`src/rtl/matrix_frame_tx_pkg.sv`:
```
// Shared definitions for the matrix frame transmitter: default geometry,
// sample width, frame header byte and FSM state encoding.
package matrix_frame_tx_pkg;

   localparam int unsigned DEF_ROWS = 4;
   localparam int unsigned DEF_COLS = 4;
   localparam int unsigned DEF_DW   = 12;

   localparam logic [7:0] HDR_BYTE = 8'hA5;

   typedef enum logic [2:0] {
      ST_IDLE,
      ST_HDR,
      ST_DATA_HI,
      ST_DATA_LO,
      ST_CKSUM,
      ST_DONE
   } state_t;

endpackage

```
`src/rtl/matrix_sample_mem.sv`:
```
// Sample storage for the matrix scanner.
// Ports:
//   clk_i   - system clock (rising edge)
//   rst_i   - asynchronous active-low reset, clears every word
//   we_i    - write enable
//   waddr_i - write address
//   wdata_i - write data
//   raddr_i - read address (combinational read)
//   rdata_o - read data
module matrix_sample_mem #(
   parameter int unsigned DEPTH = 16,
   parameter int unsigned DW    = 12,
   parameter int unsigned AW    = 4
) (
   input  logic          clk_i,
   input  logic          rst_i,
   input  logic          we_i,
   input  logic [AW-1:0] waddr_i,
   input  logic [DW-1:0] wdata_i,
   input  logic [AW-1:0] raddr_i,
   output logic [DW-1:0] rdata_o
);

   logic [DW-1:0] mem [DEPTH];

   always_ff @(posedge clk_i or negedge rst_i) begin
      if (!rst_i) begin
         for (int unsigned i = 0; i < DEPTH; i++) begin
            mem[i] <= '0;
         end
      end else if (we_i) begin
         mem[waddr_i] <= wdata_i;
      end
   end

   assign rdata_o = mem[raddr_i];

endmodule

```
`src/rtl/matrix_frame_tx.sv`:
```
// Matrix frame transmitter: stores ADC samples addressed by row/column and,
// on end-of-scan, streams a frame to a byte-wide UART transmitter:
//   header A5, then for every word its upper byte and lower byte, then the
//   XOR of all data bytes.
// Ports:
//   clk_i, rst_i          - clock, asynchronous active-low reset
//   sample_valid_i        - sample strobe qualifying sample_i/row_i/col_i
//   sample_i, row_i, col_i- sample value and its matrix position
//   eos_i                 - end-of-scan strobe, starts a frame
//   tx_data_o, tx_valid_o - byte offered downstream
//   tx_ready_i            - downstream accepts the byte
//   busy_o                - frame in progress
//   frame_done_o          - one-cycle pulse after the last byte
//   overrun_o             - sticky: a sample or eos_i arrived while busy
module matrix_frame_tx
   import matrix_frame_tx_pkg::*;
#(
   parameter int unsigned ROWS = DEF_ROWS,
   parameter int unsigned COLS = DEF_COLS,
   parameter int unsigned DW   = DEF_DW
) (
   input  logic          clk_i,
   input  logic          rst_i,
   input  logic          sample_valid_i,
   input  logic [DW-1:0] sample_i,
   input  logic [1:0]    row_i,
   input  logic [1:0]    col_i,
   input  logic          eos_i,
   output logic [7:0]    tx_data_o,
   output logic          tx_valid_o,
   input  logic          tx_ready_i,
   output logic          busy_o,
   output logic          frame_done_o,
   output logic          overrun_o
);

   localparam int unsigned DEPTH = ROWS * COLS;
   localparam int unsigned AW    = (DEPTH > 1) ? $clog2(DEPTH) : 1;
   localparam logic [AW-1:0] LAST_IDX = AW'(DEPTH - 1);

   state_t        state, state_nxt;
   logic [AW-1:0] idx;
   logic [7:0]    cksum;
   logic [DW-1:0] rd_word;
   logic [31:0]   row_w, col_w;
   logic          in_range, wr_en, hs;
   logic [AW-1:0] wr_addr;

   assign row_w    = 32'(row_i);
   assign col_w    = 32'(col_i);
   assign in_range = (row_w < ROWS) && (col_w < COLS);
   assign wr_addr  = AW'(row_w * COLS + col_w);
   assign wr_en    = sample_valid_i && in_range && (state == ST_IDLE);

   matrix_sample_mem #(
      .DEPTH (DEPTH),
      .DW    (DW),
      .AW    (AW)
   ) u_mem (
      .clk_i   (clk_i),
      .rst_i   (rst_i),
      .we_i    (wr_en),
      .waddr_i (wr_addr),
      .wdata_i (sample_i),
      .raddr_i (idx),
      .rdata_o (rd_word)
   );

   assign hs           = tx_valid_o && tx_ready_i;
   assign busy_o       = (state != ST_IDLE);
   assign frame_done_o = (state == ST_DONE);

   // tx_data_o is a pure function of state, idx and storage; storage cannot
   // change outside IDLE, so the offered byte is stable across any stall.
   always_comb begin
      state_nxt  = state;
      tx_valid_o = 1'b0;
      tx_data_o  = '0;
      case (state)
         ST_IDLE: begin
            if (eos_i) state_nxt = ST_HDR;
         end
         ST_HDR: begin
            tx_valid_o = 1'b1;
            tx_data_o  = HDR_BYTE;
            if (tx_ready_i) state_nxt = ST_DATA_HI;
         end
         ST_DATA_HI: begin
            tx_valid_o = 1'b1;
            tx_data_o  = 8'(rd_word >> 8);
            if (tx_ready_i) state_nxt = ST_DATA_LO;
         end
         ST_DATA_LO: begin
            tx_valid_o = 1'b1;
            tx_data_o  = rd_word[7:0];
            if (tx_ready_i) state_nxt = (idx == LAST_IDX) ? ST_CKSUM : ST_DATA_HI;
         end
         ST_CKSUM: begin
            tx_valid_o = 1'b1;
            tx_data_o  = cksum;
            if (tx_ready_i) state_nxt = ST_DONE;
         end
         ST_DONE: begin
            state_nxt = ST_IDLE;
         end
         default: begin
            state_nxt = ST_IDLE;
         end
      endcase
   end

   always_ff @(posedge clk_i or negedge rst_i) begin
      if (!rst_i) begin
         state     <= ST_IDLE;
         idx       <= '0;
         cksum     <= '0;
         overrun_o <= 1'b0;
      end else begin
         state <= state_nxt;

         case (state)
            ST_HDR: begin
               if (hs) begin
                  idx   <= '0;
                  cksum <= '0;
               end
            end
            ST_DATA_HI: begin
               if (hs) cksum <= cksum ^ tx_data_o;
            end
            ST_DATA_LO: begin
               if (hs) begin
                  cksum <= cksum ^ tx_data_o;
                  if (idx != LAST_IDX) idx <= idx + 1'b1;
               end
            end
            default: ;
         endcase

         if (state == ST_IDLE) begin
            if (eos_i) overrun_o <= 1'b0;
         end else if (sample_valid_i || eos_i) begin
            overrun_o <= 1'b1;
         end
      end
   end

endmodule

```
`config.mk`:
```
export PLATFORM = sky130hd
export DESIGN_NAME = matrix_frame_tx
export DESIGN_NICKNAME = d
export VERILOG_FILES = /design/src/rtl/matrix_frame_tx_pkg.sv /design/src/rtl/matrix_sample_mem.sv /design/src/rtl/matrix_frame_tx.sv
export SDC_FILE = /design/constraint.sdc
export NUM_CORES = 1
export LEC_CHECK = 0
export ABC_CLOCK_PERIOD_IN_PS = 2920
export CAP_MARGIN = 30
export CORE_MARGIN = 10
export CORE_UTILIZATION = 40
export DETAILED_ROUTE_END_ITERATION = 12
export GPL_ROUTABILITY_DRIVEN = 0
export GPL_TIMING_DRIVEN = 0
export SLEW_MARGIN = 40
export SYNTH_ARGS = -nofsm -noshare
export SYNTH_HDL_FRONTEND = slang
export SYNTH_SLANG_ARGS = --single-unit
```
`constraint.sdc`:
```
create_clock -name clk_i -period 2.92 [get_ports clk_i]
set_input_delay 0.73 -clock clk_i [delete_from_list [all_inputs] [get_ports clk_i]]
set_output_delay 0.73 -clock clk_i [all_outputs]
set_load 0.05 [all_outputs]
```
==> impl_metrics.ini <==
[outcome]
status = complete, but fails checks
violations = negative setup slack

[route]
drt_iter0_markers = 367
vias = 5956
wl_per_cell_um = 23.58
drc = 0
routed_wl_mm = 25.30
ant_nets = 0
firstDrtPassIters = 4
via_per_inst = 5.551

[clock_tree]
clock_path_buffers = 3
cts_buffers = 24
cts_root_buffer = clkbuf_16
tritoncts = yes
htree_levels = 1
clock_sinks = 208
clk_latency_ns = 0.51
clkSlewWorstSetupHoldPaths_ns = 0.06

[timing]
finalMaxSlewViolations = 0
worstMarginPinSlew_ns = 0.8856
finalHoldViolations = 0
setup_ws_ns = -0.6268
fin_crit_sh_pct = 121.5
setup_viol = 8
fmax_ghz = 0.2819
setup_tns_ns = -4.262
fin_crit_ns = 3.547
finalClockSkew_ns = 0.01432
rsz0062_at_grt = true
slew_headroom_pct = 40.96

[global_route]
overflow = 0
antenna_found_initial = 0
grt_pass1_vias = 6495
track_usage_pct = 16.28
grt_pass1_wl_mm = 39.12
grt_max_degree = 79

[synth]
ys_seq_area_share_pct = 53.31
async_reset_ff_share_pct = 100.0
ys.warnings.count = 0
synth.top_cell.area_share_pct = 53.31
ys_types = 49
synth_cells = 661
synth-edff-count = 0
synth.avg_cell_area_um2 = 14.77
syn-num-nets = 683
yosys_most_used_dff = dfrtp_1
netlist_top_cells_area = dfrtp_1, mux2_2, mux4_2
syn_area_um2 = 9763
synth_area_leader_cell = dfrtp_1
ys_ff_latch = 208

[place]
dp_cells = 1018
portBuffers = 31
place_area_um2 = 10550
place_hpwl_mm = 16.49
pre_cts_slack_ns = -1.107

[floorplanning]
dieHeight_um = 176.2
initial_core_util_pct = 40.38
fp.dieW_um = 176.2
boundaryPins = 33
rows = 57
die_area_um2 = 31060
core_area_um2 = 24180

[final_layout]
antennaDiodeCount = 0
fin_cells = 1073
nNetsFinal = 754
area_growth_pct = 20.47
layout_commonest_cell = dfrtp_1
design_area_um2 = 11760
final_cell_mix = dfrtp_1, mux2_2, mux4_2
layout-drive-gt1-share_pct = 50.60
fin_util_pct = 48.65

[pwr]
p_sw_share_pct = 27.87
internal_power_mw = 5.802
pwr-share-seq_pct = 39.7
clock_power_share_pct = 36.4
p_per_area_nw_per_um2 = 683.9
p_comb_share_pct = 23.9
p_switching_mw = 2.242
p_leak_nw = 5.443
vdd_ir_drop_max_mv = 0.4038

[critical_path]
path_max_fanout = 5
cp.required_ns = 2.19
crit_type = flop to output pin
endpoint_kind = output pin
crit_arrival_ns = 2.82
cp-start-kind = flop

[run]
drv_cap = 0

[min_path]
hold_class = input pin to asynchronous set/reset pin
[sequential cells by signal, summed over array words and instances (netlist names)]
name and flops:
state 3, overrun_o 1, cksum 8, idx 4
u_mem.mem 192
[cells in the mapped netlist, types with 5 or more instances]
| cell type | count |
|---|---|
| dfrtp_1 | 208 |
| mux2_2 | 194 |
| mux4_2 | 45 |
| clkbuf_1 | 32 |
| nand2_1 | 27 |
| nor2_1 | 24 |
| mux2i_1 | 14 |
| o21ai_0 | 12 |
| buf_2 | 10 |
| a21oi_1 | 7 |
| o22ai_1 | 7 |
| inv_1 | 6 |
| mux4_1 | 6 |
| nand3_1 | 6 |
| buf_1 | 5 |
| nor2b_1 | 5 |
[power groups by stage]
stage	Clock, mW	Combinational, mW	Sequential [mW]
after floorplan	0	1.03	3.18
after global placement	0	1.47	3.21
after detailed placement	0	1.51	3.22
after CTS	2.98	1.82	3.18
after global routing	3.11	2.05	3.22
final	2.93	1.92	3.19
[cell families after synthesis]
family | after synthesis | synth area share, %
AND/OR/NAND/NOR | 89 | 4.716
flip-flops | 208 | 53.31
buffers and inverters | 58 | 2.717
AO/OA/AOI/OAI | 42 | 2.807
multiplexers | 262 | 36.23
XOR/XNOR | 1 | 0.08973
adder cells (fa/ha/maj) | 1 | 0.1281
[through the flow]
step	hold WS (ns)	power, mW
2_1_floorplan	0.4344	4.215
3_3_place_gp	0.4699	4.680
3_5_place_dp	0.4831	4.726
4_1_cts	0.1589	7.993
5_1_grt	0.1825	8.371
6_report	0.1598	8.044
[final timing paths]
path / to / slack (ns) / depth (start not counted) / start
max in group asynchronous: u_mem.mem[122] / 1.62 / 3 / rst_i
setup / recovery: tx_data_o[1] / -0.63 / 7 / idx[0]
setup reg to reg: u_mem.mem[48] / 0.10 / 6 / state[1]
min in group clk_i: cksum[5] / 0.50 / 1 / cksum[5]
hold / removal: state[2] / 0.16 / 1 / rst_i
hold reg to reg: cksum[5] / 0.50 / 1 / cksum[5]
[critical path: stages, from the launching register on]
cell     delay (ns)
dfrtp_2        0.45
buf_12         0.17
buf_16         0.13
mux4_2         0.52
a22oi_2        0.23
a31oi_4        0.11
or4_4          0.51
buf_8          0.17
[layer usage]
layer	vias up	wire (um)	global-route usage, %
li1	2602	-	-
met1	3183	11090	21.14
met2	137	12570	27.36
met3	34	1125	2.883
met4	0	503	4.733
met5	-	0	0
[timing repair]
item / 4_1_cts / 5_1_grt
pin swaps: 3 / 6
resized for setup: 117 / 28
hold buffers: 0 / 0
buffers inserted: 6 / 6
setup endpoints to repair: 11 / 33
gates cloned: 2 / 2
[area by class of cell]
cell class | instances | area, um2
buffer | 49 | 345.3
tap | 324 | 405.4
timing repair buffer | 47 | 545.5
clock buffer | 34 | 699.4
inverter | 7 | 27.53
multi-input combinational | 395 | 4457
clock inverter | 9 | 73.82
sequential | 208 | 5207
fill | 2031 | 12420
(Power assumes the default switching activity.)
